File: config.mk
export PLATFORM = sky130hd
export DESIGN_NAME = motoro3_step_seq
export DESIGN_NICKNAME = d
export VERILOG_FILES = /design/src/rtl/motoro3_step_seq.sv
export SDC_FILE = /design/constraint.sdc
export NUM_CORES = 1
export LEC_CHECK = 0
export CAP_MARGIN = 20
export CORE_MARGIN = 2
export CORE_UTILIZATION = 43
export DETAILED_ROUTE_END_ITERATION = 8
export SETUP_SLACK_MARGIN = 0.5
export SLEW_MARGIN = 10
export SYNTH_ARGS = -nofsm -noshare
export SYNTH_HDL_FRONTEND = slang
export SYNTH_SLANG_ARGS = --single-unit
File: constraint.sdc
create_clock -name clk -period 10.4 [get_ports clk]
set_clock_uncertainty 0.05 [all_clocks]
set_input_delay 2.08 -clock clk [delete_from_list [all_inputs] [get_ports clk]]
set_output_delay 2.08 -clock clk [all_outputs]
set_load 0.02 [all_outputs]
File: src/rtl/motoro3_step_seq.sv
// motoro3_step_seq: six-step commutation sequencer for the 3-phase motor path.
// Turns the step period, sub-step split and enable settings into step/sub-step
// indices, tick pulses and one-hot high/low phase selects for the PWM stage.
// Optional soft-start ramp: define M3_SOFT_START_EN to compile it in.
module motoro3_step_seq #(
    parameter logic [24:0] MIN_PERIOD   = 25'd32,
    parameter logic [23:0] ALIGN_CLKS   = 24'd1_000_000,
    parameter logic [24:0] START_PERIOD = 25'd1_666_667,
    parameter logic [24:0] RAMP_DEC     = 25'd16_667
) (
    input  logic        clk,
    input  logic        rst,
    input  logic [24:0] m3r_stepCNT_speedSET,
    input  logic [1:0]  m3r_stepSplitMax,
    input  logic        m3_enable,
    input  logic        m3_dir,
    output logic [2:0]  m3s_stepIdx,
    output logic [2:0]  m3s_subIdx,
    output logic        m3s_stepTick,
    output logic        m3s_subTick,
    output logic [2:0]  m3s_hiSel,
    output logic [2:0]  m3s_loSel,
    output logic        m3s_running
);

    typedef enum logic [1:0] {StIdle, StAlign, StRun} state_t;

    state_t      state;
    logic [23:0] align_cnt;
    logic [24:0] sub_cnt;
    logic [24:0] peff;
    logic [1:0]  split_l;
    logic        dir_l;

    logic [24:0] p_in;
    logic [24:0] peff_entry;
    logic [24:0] peff_step;
    logic        dir_step;
    logic [2:0]  step_adv;
    logic [2:0]  sub_last;
    logic [3:0]  sub_cnt_max;

    // High-side select for a step: A,A,B,B,C,C
    function automatic logic [2:0] hi_dec(input logic [2:0] s);
        case (s)
            3'd0, 3'd1: hi_dec = 3'b001;
            3'd2, 3'd3: hi_dec = 3'b010;
            3'd4, 3'd5: hi_dec = 3'b100;
            default:    hi_dec = 3'b000;
        endcase
    endfunction

    // Low-side select for a step: B,C,C,A,A,B
    function automatic logic [2:0] lo_dec(input logic [2:0] s);
        case (s)
            3'd0, 3'd5: lo_dec = 3'b010;
            3'd1, 3'd2: lo_dec = 3'b100;
            3'd3, 3'd4: lo_dec = 3'b001;
            default:    lo_dec = 3'b000;
        endcase
    endfunction

    // Clamped target period, next effective period, next direction and step index
    always_comb begin
        p_in        = (m3r_stepCNT_speedSET < MIN_PERIOD) ? MIN_PERIOD : m3r_stepCNT_speedSET;
        sub_cnt_max = (4'd1 << split_l) - 4'd1;
        sub_last    = sub_cnt_max[2:0];
`ifdef M3_SOFT_START_EN
        peff_entry = START_PERIOD;
        // Compare the gap before subtracting so the ramp can never underflow
        if ((peff > p_in) && ((peff - p_in) > RAMP_DEC)) begin
            peff_step = peff - RAMP_DEC;
        end else begin
            peff_step = p_in;
        end
        // Direction is frozen while the ramp is still above target
        dir_step = (peff_step > p_in) ? dir_l : m3_dir;
`else
        peff_entry = p_in;
        peff_step  = p_in;
        dir_step   = m3_dir;
`endif
        if (dir_l) begin
            step_adv = (m3s_stepIdx == 3'd0) ? 3'd5 : m3s_stepIdx - 3'd1;
        end else begin
            step_adv = (m3s_stepIdx == 3'd5) ? 3'd0 : m3s_stepIdx + 3'd1;
        end
    end

    // Sequencer FSM with registered outputs
    always_ff @(posedge clk or posedge rst) begin
        if (rst) begin
            state        <= StIdle;
            align_cnt    <= '0;
            sub_cnt      <= '0;
            peff         <= '0;
            split_l      <= '0;
            dir_l        <= 1'b0;
            m3s_stepIdx  <= '0;
            m3s_subIdx   <= '0;
            m3s_stepTick <= 1'b0;
            m3s_subTick  <= 1'b0;
            m3s_hiSel    <= '0;
            m3s_loSel    <= '0;
            m3s_running  <= 1'b0;
        end else begin
            m3s_stepTick <= 1'b0;
            m3s_subTick  <= 1'b0;
            if (!m3_enable) begin
                state       <= StIdle;
                align_cnt   <= '0;
                sub_cnt     <= '0;
                peff        <= '0;
                split_l     <= '0;
                dir_l       <= 1'b0;
                m3s_stepIdx <= '0;
                m3s_subIdx  <= '0;
                m3s_hiSel   <= '0;
                m3s_loSel   <= '0;
                m3s_running <= 1'b0;
            end else begin
                unique case (state)
                    StIdle: begin
                        state       <= StAlign;
                        align_cnt   <= ALIGN_CLKS - 24'd1;
                        m3s_stepIdx <= 3'd0;
                        m3s_subIdx  <= 3'd0;
                        m3s_hiSel   <= hi_dec(3'd0);
                        m3s_loSel   <= lo_dec(3'd0);
                    end
                    StAlign: begin
                        if (align_cnt == 24'd0) begin
                            state       <= StRun;
                            m3s_running <= 1'b1;
                            peff        <= peff_entry;
                            split_l     <= m3r_stepSplitMax;
                            dir_l       <= m3_dir;
                            sub_cnt     <= (peff_entry >> m3r_stepSplitMax) - 25'd1;
                        end else begin
                            align_cnt <= align_cnt - 24'd1;
                        end
                    end
                    StRun: begin
                        if (sub_cnt == 25'd0) begin
                            m3s_subTick <= 1'b1;
                            if (m3s_subIdx == sub_last) begin
                                // Step boundary: advance and relatch the settings
                                m3s_stepTick <= 1'b1;
                                m3s_subIdx   <= 3'd0;
                                m3s_stepIdx  <= step_adv;
                                m3s_hiSel    <= hi_dec(step_adv);
                                m3s_loSel    <= lo_dec(step_adv);
                                peff         <= peff_step;
                                split_l      <= m3r_stepSplitMax;
                                dir_l        <= dir_step;
                                sub_cnt      <= (peff_step >> m3r_stepSplitMax) - 25'd1;
                            end else begin
                                m3s_subIdx <= m3s_subIdx + 3'd1;
                                sub_cnt    <= (peff >> split_l) - 25'd1;
                            end
                        end else begin
                            sub_cnt <= sub_cnt - 25'd1;
                        end
                    end
                    default: state <= StIdle;
                endcase
            end
        end
    end

endmodule

==> metrics, run 1 <==
status=complete, no violations; power per cell area=107 nW/um^2; Max Fanout on Critical Path=48; Cells after Synth=970; Final ANT Viol Nets=0; Final Hold Fails=0; worst reg2reg path startpoint=sub_cnt[0]$_DFFE_PP0P_; Setup crit start kind=input pin; Worst EP required=about 11 ns; total die area=18800 um^2; Congestion Overflow GR=0; destination of the critical timing path=sub_cnt[19]$_DFFE_PP0P_; cell mode on critical path=or4_1; post-synthesis compound-gate area fraction=19.9%; Final Setup Violations=0; RSZ-0062 raised after global routing=false; Worst Slack Setup Final=4.91 ns; final slew viol count=0; total CTS buffers=9; sequential-to-total area share from yosys stat=30.8%; #FFs+latches synth=94; Hold-fix buffers, CTS=0; CP max stage cell=nor3_2; worst reg-to-reg setup slack=around 6.3 ns; Max-cap violations=0; largest net degree at the start of global routing=66; Worst R2R End=sub_cnt[19]$_DFFE_PP0P_; P&R area growth vs syn=12.0%; Mapped Area=7630 um^2; Antenna diodes=0; DR DRC count=0; placed cell area=8240 um^2; TritonCTS clock tree=built; number of H-tree levels=3; initial antenna violation count=0; clk slew on worst S/H paths=roughly 0.070 ns; DR WL/cell=17.8 um; syn nets=between 1000 and 1500; worst rel slew slack=40.3%; Synth Area in Adders=0.820%; CP startpoint=m3r_stepSplitMax[1]; total track usage=24.0%; clk sinks=94; commonest register cell after synthesis=dfrtp_1; maximum VDD drop=0.0000771 V; FF-to-FF path depth=10; sum of negative setup slack=0 ns; mux contribution to synthesized area=7.86%; Leak=3.45 nW; worst path arrival time=5.74 ns; final period utilization=52.8%; row cnt=48; CP Cell Sequence=clkdlybuf4s50_1 > buf_4 > inv_1 > or4_1 > o211ai_1 > o311ai_2 > nor3_2 > or4b_1 > or4_1 > nand3_1; Final Wtd Congestion=roughly 0.87; DP Wirelength=16.0 mm; vias in the first global route=6564; DRT Pass-1 Iters=5; nets@finish=around 1000; syn_area_per_cell=7.87 um^2; Die Y=around 140 um; num ports=46; commonest non-fill, non-tap cell in the layout=nand2_1; starting density of the core=44.1%; XOR/XNOR share of the synthesized area=7.00%; Root Driver=clkbuf_16; hold slack=between 0.4 and 0.5 ns; CP endpoint kind=flop; first-pass GRT wire length=35.3 mm; area taken by multi-input logic gates=around 5000 um^2; Peak Freq=182 MHz; asr flop ratio synth=100%; fin crit period=5.49 ns; CP peak stage delay=0.58 ns; Longest Clk Path Bufs=2; commonest cells after routing, fill and taps aside=nand2_1, dfrtp_1, nor2_1; Routed WL=21.6 mm; post-synthesis simple-gate area fraction=29.2%; Cell variety after synth=81; Worst Max-Slew Pin Slew=0.895 ns; routed vias=7030; Final Instance Area=8550 um^2; proportion of layout cells with a drive suffix above 1=9.26%; largest family of logic cells by synthesized area=simple AND/OR/NAND/NOR gates; register area=2350 um^2; post-cts sizing count=0; hold crit path type=reg -> reg; Via density=5.77; Setup Buffers After CTS=0; Ys Warns=0; Die Width=around 140 um; Port Buffer Count=45; Post-synth EDFFs=0; dpl ws=4.53 ns; critical path type=in -> reg; Worst-Skew Late Latency=0.36 ns; Filler cells=1738; CORE AREA=17300 um^2; initial DRC count=approximately 430
kinds of logic (layout without fill, tap and decap cells):
family | count (synthesis) | count (layout)
multiplexers | 53 | 53
XOR/XNOR | 61 | 61
AO/OA/AOI/OAI | 239 | 239
adder cells (fa/ha/maj) | 5 | 5
flip-flops | 94 | 94
AND/OR/NAND/NOR | 443 | 443
buffers and inverters | 75 | 98
how the worst min path moves through the flow:
stage	startpoint	endpoint	slack (ns)	depth (start not counted)
2_1_floorplan	align_cnt[19]$_DFFE_PP0P_	align_cnt[19]$_DFFE_PP0P_	0.42	1
3_3_place_gp	m3s_loSel[2]$_DFFE_PP0P_	m3s_loSel[2]$_DFFE_PP0P_	0.42	2
3_5_place_dp	m3s_hiSel[0]$_DFFE_PP0P_	m3s_hiSel[0]$_DFFE_PP0P_	0.41	2
4_1_cts	m3s_hiSel[0]$_DFFE_PP0P_	m3s_hiSel[0]$_DFFE_PP0P_	0.43	2
5_1_grt	m3s_hiSel[0]$_DFFE_PP0P_	m3s_hiSel[0]$_DFFE_PP0P_	0.46	2
6_report	m3s_hiSel[0]$_DFFE_PP0P_	m3s_hiSel[0]$_DFFE_PP0P_	0.42	2
routing by layer:
| layer | vias to the layer above | share of wire [%] | track usage [%] | wire [um] |
|---|---|---|---|---|
| met2 | 176 | 45 | 37.8 | 9780 |
| met1 | 3293 | 49 | 34.8 | 10500 |
| met4 | 0 | 1.3 | 6.64 | 289 |
| li1 | 3543 | - | - | - |
| met5 | - | 0 | 0 | 0 |
| met3 | 18 | 4.7 | 2.61 | 1030 |
synthesized netlist by cell type (all sizes together) (4+ instances only):
cell type	n	area share, %
clkbuf	33	1.8
nor3b	6	0.59
o21ai	63	4.1
or2	9	0.74
dfrtp	94	31
o21a	8	0.79
nand4b	4	0.54
nand4	12	0.98
mux4	4	1.2
nor2b	5	0.41
nor4	22	2.5
o221ai	5	0.57
o31ai	9	0.89
nand2b	18	1.5
or4	9	0.89
a311oi	10	1.1
nor3	40	2.8
mux2i	34	4.5
xor2	23	2.6
a21oi	77	5.1
or3	12	0.98
xnor2	38	4.4
a21o	6	0.59
mux2	15	2.2
o22ai	4	0.33
ha	5	0.82
a31oi	17	1.4
nor2	86	4.2
a21boi	4	0.39
a211oi	7	0.69
nand3	39	2.6
o211ai	6	0.59
buf	21	1.6
nand2	160	7.9
inv	21	1.0
critical path, delay by kind of cell:
family	cells	cell delay, ns
buffers and inverters	3	1.08
AND/OR/NAND/NOR	5	2.15
AO/OA/AOI/OAI	2	0.42
power by group:
part	internal, mW	switching [mW]
registers	0.372	0.00782
logic	0.0640	0.108
clock network	0.193	0.167
total	0.629	0.283
stage by stage:
stage	utilization, %	cells	power (mW)
after detailed placement	47.6	1202	0.558
after global placement	47.6	1202	0.558
after CTS	49.4	1218	0.919
after global routing	49.4	1218	0.951
final	49.4	1218	0.912
after floorplan	-	970	0.504
flip-flops by register name, indices dropped and copies added (netlist names):
register      flops
m3s_stepTick      1
peff             25
state             2
sub_cnt          25
m3s_loSel         3
m3s_subTick       1
m3s_subIdx        3
m3s_stepIdx       3
align_cnt        24
split_l           2
m3s_running       1
dir_l             1
m3s_hiSel         3
layout make-up:
cell class                      instances  area share [%]
Clock inverter                          7            1.02
Inverter                               21           0.951
Sequential cell                        94            27.5
Tap cell                              225            3.29
Clock buffer                            9            2.63
Timing Repair Buffer                   61            6.62
Multi-Input combinational cell        801            57.9
Power figures use the tool's default switching activity.
==> inputs of run 2 (changes only) <==
==> constraint.sdc (replaced) <==
create_clock -name clk -period 5.64 [get_ports clk]
set_clock_uncertainty 0.05 [all_clocks]
set_input_delay 1.128 -clock clk [delete_from_list [all_inputs] [get_ports clk]]
set_output_delay 1.128 -clock clk [all_outputs]
set_load 0.02 [all_outputs]
==> run 2 against run 1 <==
Non-clock buffer count up 1. Core utilization up 0.26 points. Sequential cell count is the same. Largest cell class unchanged. Clock power up 100%. Power grew 93%. Routed wire length up 0.70%. Via count grew 1.3%. Worst setup slack lost 3.5 ns. Combinational power increased by 85%.
==> metrics, run 2 (synthesized netlist as in run 1, its figures left out) <==
status=complete, no violations; largest net degree at the start of global routing=69 (+4.5%); Final Wtd Congestion=0.851 (-2.0%); Setup Buffers After CTS=0 (unchanged); initial DRC count=489 (+13%); Port Buffer Count=45 (unchanged); row cnt=48 (unchanged); critical path type=in -> reg; worst path arrival time=4.48 ns (-1.26 ns); Antenna diodes=0 (unchanged); number of H-tree levels=3 (unchanged); routed vias=7124 (+1.3%); hold crit path type=reg -> reg; DR DRC count=0 (unchanged); Cells after DPL=1203 (+0.083%); fin crit period=4.25 ns; Via density=5.84 (+1.3%); vias in the first global route=6585 (+0.32%); maximum VDD drop=0.000138 V (+79%); P&R area growth vs syn=12.6%; CP peak stage delay=0.53 ns (-0.05 ns); Final Util=49.7% (+0.26 points); Root Driver=clkbuf_16; total CTS buffers=9 (unchanged); total track usage=23.8% (-0.12 points); Final Hold Fails=0 (unchanged); CORE AREA=17300 um^2 (unchanged); final period utilization=between 70% and 80%; DP Wirelength=16.1 mm (+0.13%); total die area=18800 um^2 (unchanged); CP Cell Sequence=clkdlybuf4s50_1 > nor4_2 > nand3_2 > or2_0 > a32o_1 > nor3_2 > buf_4 > or4b_1 > or4_1 > nand3_1; placed cell area=8240 um^2 (about the same); TritonCTS clock tree=built; fin cells=1219 (+0.082%); Die Width=137 um (unchanged); starting density of the core=44.1% (unchanged); Die Y=137 um (unchanged); worst rel slew slack=36.2% (-4.1 points); proportion of layout cells with a drive suffix above 1=9.36% (+0.091 points); clk sinks=94 (unchanged); first-pass GRT wire length=35.2 mm (-0.18%); Worst EP required=5.88 ns (-4.77 ns); commonest non-fill, non-tap cell in the layout=nand2_1; Final Instance Area=8590 um^2 (+0.53%); Max Fanout on Critical Path=12 (-75%); Final ANT Viol Nets=0 (unchanged); Peak Freq=235 MHz; initial antenna violation count=0 (unchanged); RSZ-0062 raised after global routing=false; post-cts sizing count=0 (unchanged); commonest cells after routing, fill and taps aside=nand2_1, dfrtp_1, nor2_1; Max-cap violations=0 (unchanged); DR WL/cell=17.9 um (+0.62%); power per cell area=204 nW/um^2 (+92%); Worst Slack Setup Final=1.39 ns (-3.51 ns); Buf/Inv on CP=2 (-1); final slew viol count=0 (unchanged); DRT Pass-1 Iters=5 (unchanged); Worst path top cell family by delay=simple AND/OR/NAND/NOR gates; Routed WL=21.8 mm (+0.70%); Congestion Overflow GR=0 (unchanged); Leak=3.47 nW (+0.65%); Final Setup Violations=0 (unchanged); Worst-Skew Late Latency=0.36 ns (about the same); Setup crit start kind=input pin; num ports=46 (unchanged); CP max stage cell=clkdlybuf4s50_1; Longest Clk Path Bufs=2 (unchanged); clk slew on worst S/H paths=0.07 ns (about the same); Hold-fix buffers, CTS=0 (unchanged); hold slack=0.434 ns (+0.00931 ns); largest registers=peff x25, sub_cnt x25, align_cnt x24; dpl ws=1.07 ns (-3.47 ns); nets@finish=1025 (+0.098%); sum of negative setup slack=0 ns (unchanged); Worst Max-Slew Pin Slew=0.950 ns (+0.0552 ns); CP endpoint kind=flop; Final Power=1.76 mW (+93%)
==> run 2: changes by cell type in the layout (fill, tap and decap cells not counted), sizes merged <==
cell / previous run / this run
buf: 17 / 18
bufinv: 1 / 3
clkinv: 2 / 0
==> run 2: metal layers <==
layer / track usage, % / vias up / share of wire, %
met4: 5.10 / 0 / 1.4
li1: - / 3564 / -
met2: 38.1 / 203 / 44
met5: 0 / - / 0
met1: 34.2 / 3335 / 49
met3: 3.57 / 22 / 4.9
==> run 2: power by group <==
group          switching, mW  leakage, nW  internal (mW)
combinational          0.201         2.01          0.118
sequential            0.0143         1.28          0.686
clock                  0.296        0.171          0.440
==> run 2: worst paths after layout <==
path / from / endpoint / slack [ns] / cells past startpoint
max in group asynchronous: rst / split_l[1]$_DFFE_PP0P_ / 3.33 / 3
hold / removal: m3s_loSel[2]$_DFFE_PP0P_ / m3s_loSel[2]$_DFFE_PP0P_ / 0.43 / 2
setup / recovery: m3r_stepCNT_speedSET[24] / sub_cnt[19]$_DFFE_PP0P_ / 1.39 / 10
min in group asynchronous: rst / align_cnt[4]$_DFFE_PP0P_ / 1.27 / 2
hold reg to reg: m3s_loSel[2]$_DFFE_PP0P_ / m3s_loSel[2]$_DFFE_PP0P_ / 0.43 / 2
setup reg to reg: sub_cnt[0]$_DFFE_PP0P_ / sub_cnt[19]$_DFFE_PP0P_ / 1.42 / 10
==> run 2: worst reg2reg max path: cells and delay by family, from the launching register on <==
| family | cells | cell delay [ns] |
|---|---|---|
| buffers and inverters | 1 | 0.08 |
| DFF | 1 | 0.43 |
| and+or+nand+nor | 8 | 3.39 |
| adders and majority gates | 1 | 0.20 |
==> run 2: layout make-up <==
| cell class | instances | area [um^2] |
|---|---|---|
| fillers | 1727 | 8700 |
| multi-input cells | 801 | 4950 |
| flip-flops and latches | 94 | 2350 |
| repair buffers | 62 | 573 |
| well taps | 225 | 282 |
| clock buffers | 9 | 225 |
| clock inverters | 7 | 125 |
| inverters | 21 | 81.3 |
==> inputs of run 3 (changes only) <==
==> constraint.sdc (replaced) <==
create_clock -name clk -period 3.4 [get_ports clk]
set_clock_uncertainty 0.05 [all_clocks]
set_input_delay 0.68 -clock clk [delete_from_list [all_inputs] [get_ports clk]]
set_output_delay 0.68 -clock clk [all_outputs]
set_load 0.02 [all_outputs]
==> run 3 against run 2 <==
Sequential power is 66% higher. Register-to-register slack worse by 0.87 ns. Worst hold slack worse by 0.0062 ns. Non-clock buffer count is 93 higher. Clock-buffer cell count is 1 higher. Power is 66% higher. Global-route usage is 1.8 points higher. Sequential share of layout area is 3.0 points lower. Via count is 7.4% higher. Die area stayed put. Core utilization is 6.1 points higher. Largest power group is now registers. Highest routed layer unchanged.
==> metrics, run 3 (synthesized netlist as in run 1, its figures left out) <==
nets@finish=1118 (+9.1%); proportion of power drawn by combinational gates=22.2% (+4.0 points); sum of negative setup slack=0 ns (unchanged); maximum VDD drop=0.000241 V (+74%); Die Y=137 um (unchanged); RSZ-0062 raised after global routing=true; fin crit period=2.85 ns; worst rel slew slack=47.4% (+11 points); CP endpoint kind=flop; final slew viol count=0 (unchanged); Antenna diodes=0 (unchanged); CORE AREA=17300 um^2 (unchanged); Final Hold Fails=0 (unchanged); Setup crit start kind=flop; cell mode on critical path=a21oi_2; Cells after DPL=1273 (+5.8%); DR DRC count=0 (unchanged); worst path arrival time=3.07 ns (-1.41 ns); num ports=46 (unchanged); Root Driver=clkbuf_16; final period utilization=83.8%; routed vias=7650 (+7.4%); Final ANT Viol Nets=0 (unchanged); Leak=4.08 nW (+18%); Port Buffer Count=45 (unchanged); Hold-fix buffers, CTS=0 (unchanged); Worst-Skew Late Latency=0.35 ns (about the same); total track usage=25.7% (+1.8 points); row cnt=48 (unchanged); CP Cell Sequence=buf_6 > nand2b_1 > a21oi_2 > a21oi_2 > ha_2 > nor2b_1 > and4b_2 > o2bb2ai_4 > and4bb_4 > xor2_1 > a21oi_1 > o211ai_1 > a31oi_1; Via density=5.84 (-0.15%); clk slew on worst S/H paths=0.07 ns (about the same); Final Power=2.92 mW (+66%); clk sinks=94 (unchanged); vias in the first global route=7260 (+10%); Worst Max-Slew Pin Slew=0.789 ns (-0.161 ns); Pint=2.08 mW (+67%); DR WL/cell=18.0 um (+0.84%); Routed WL=23.6 mm (+8.5%); starting density of the core=44.1% (unchanged); CP max stage cell=dfrtp_2; Max Fanout on Critical Path=7 (-5); fin cells=1311 (+7.5%); Peak Freq=between 300 and 400 MHz; commonest non-fill, non-tap cell in the layout=nand2_1; Final Util=55.8% (+6.1 points); status=complete, no violations; proportion of layout cells with a drive suffix above 1=22.1% (+13 points); DRT Pass-1 Iters=5 (unchanged); Reg power frac=39.9% (about the same); Final Wtd Congestion=0.907 (+6.6%); hold crit path type=reg -> reg; initial antenna violation count=0 (unchanged); DP Wirelength=17.2 mm (+7.3%); largest registers=peff x25, sub_cnt x25, align_cnt x24; number of H-tree levels=3 (unchanged); Congestion Overflow GR=0 (unchanged); Clk pwr share=37.9% (-4.0 points); first-pass GRT wire length=38.0 mm (+7.9%); Worst EP required=3.62 ns (-2.26 ns); switching share of power=28.8% (-0.26 points); Die Width=137 um (unchanged); Longest Clk Path Bufs=2 (unchanged); switching power=0.842 mW (+65%); TritonCTS clock tree=built; total die area=18800 um^2 (unchanged); initial DRC count=484 (-1.0%); Max-cap violations=0 (unchanged); critical path type=reg -> reg; Final Setup Violations=0 (unchanged); power per cell area=302 nW/um^2 (+48%); P&R area growth vs syn=26.5%; largest net degree at the start of global routing=60 (-13%); Filler cells=1677 (-2.9%); commonest cells after routing, fill and taps aside=nand2_1, buf_4, dfrtp_1; CP peak stage delay=0.46 ns (-0.07 ns); total CTS buffers=9 (unchanged)
## run 3: cell count changes in the layout (fill, tap and decap cells not counted), moves of 9 or more
cell,delta
buf_4,+79
clkdlybuf4s50_1,-24
buf_6,+12
clkbuf_2,+9
## run 3: stage by stage
step | setup WS [ns] | cell area (um^2) | hold WS [ns]
2_1_floorplan | 0.355 | 7810 | 0.418
3_3_place_gp | -0.00786 | 8890 | 0.416
3_5_place_dp | -0.0370 | 8890 | 0.420
4_1_cts | 0.474 | 9360 | 0.435
5_1_grt | 0.425 | 9660 | 0.458
6_report | 0.551 | 9660 | 0.428
## run 3: area by class of cell
cell class	instances	area, um^2	area share [%]
multi-input cells	801	5300	54.9
flip-flops and latches	94	2360	24.4
repair buffers	155	1320	13.6
well taps	225	282	2.92
clock buffers	10	239	2.48
clock inverters	5	82.6	0.855
inverters	21	82.6	0.855
## run 3: timing repair
item                                    4_1_cts  5_1_grt
cloned                                        0        1
endpoints found under the setup margin       54       54
gates resized for setup                      41       83
setup buffers                                12       10
pin swaps                                    21       39
## run 3: critical path: cells and delay by family, from the launching register on
family | cells | cell delay (ns)
AO/OA/AOI/OAI | 6 | 0.92
XOR/XNOR | 1 | 0.15
adder cells (fa/ha/maj) | 1 | 0.19
buffers and inverters | 1 | 0.14
flip-flops | 1 | 0.46
AND/OR/NAND/NOR | 4 | 0.84
## run 3: power groups by stage
stage               logic [mW]  registers [mW]  clock network [mW]
finish                   0.647            1.16                1.11
global route             0.705            1.17                1.17
CTS                      0.617            1.16                1.13
detailed placement       0.601            1.18                   0
global placement         0.599            1.18                   0
floorplan                0.374            1.18                   0
## run 3: worst paths after layout
| path | from | to | slack, ns | cells after the start |
|---|---|---|---|---|
| setup / recovery | split_l[0]$_DFFE_PP0P_ | sub_cnt[16]$_DFFE_PP0P_ | 0.55 | 13 |
| hold / removal | m3s_loSel[2]$_DFFE_PP0P_ | m3s_loSel[2]$_DFFE_PP0P_ | 0.43 | 2 |
| setup reg to reg | split_l[0]$_DFFE_PP0P_ | sub_cnt[16]$_DFFE_PP0P_ | 0.55 | 13 |
| hold reg to reg | m3s_loSel[2]$_DFFE_PP0P_ | m3s_loSel[2]$_DFFE_PP0P_ | 0.43 | 2 |
| max in group asynchronous | rst | split_l[1]$_DFFE_PP0P_ | 1.80 | 3 |
| min in group asynchronous | rst | sub_cnt[17]$_DFFE_PP0P_ | 0.78 | 3 |
## run 3: per-layer routing
layer	wire length [um]	global-route usage, %
met3	1210	3.20
met2	11100	41.7
met5	0	0
met4	493	8.42
met1	10800	35.5
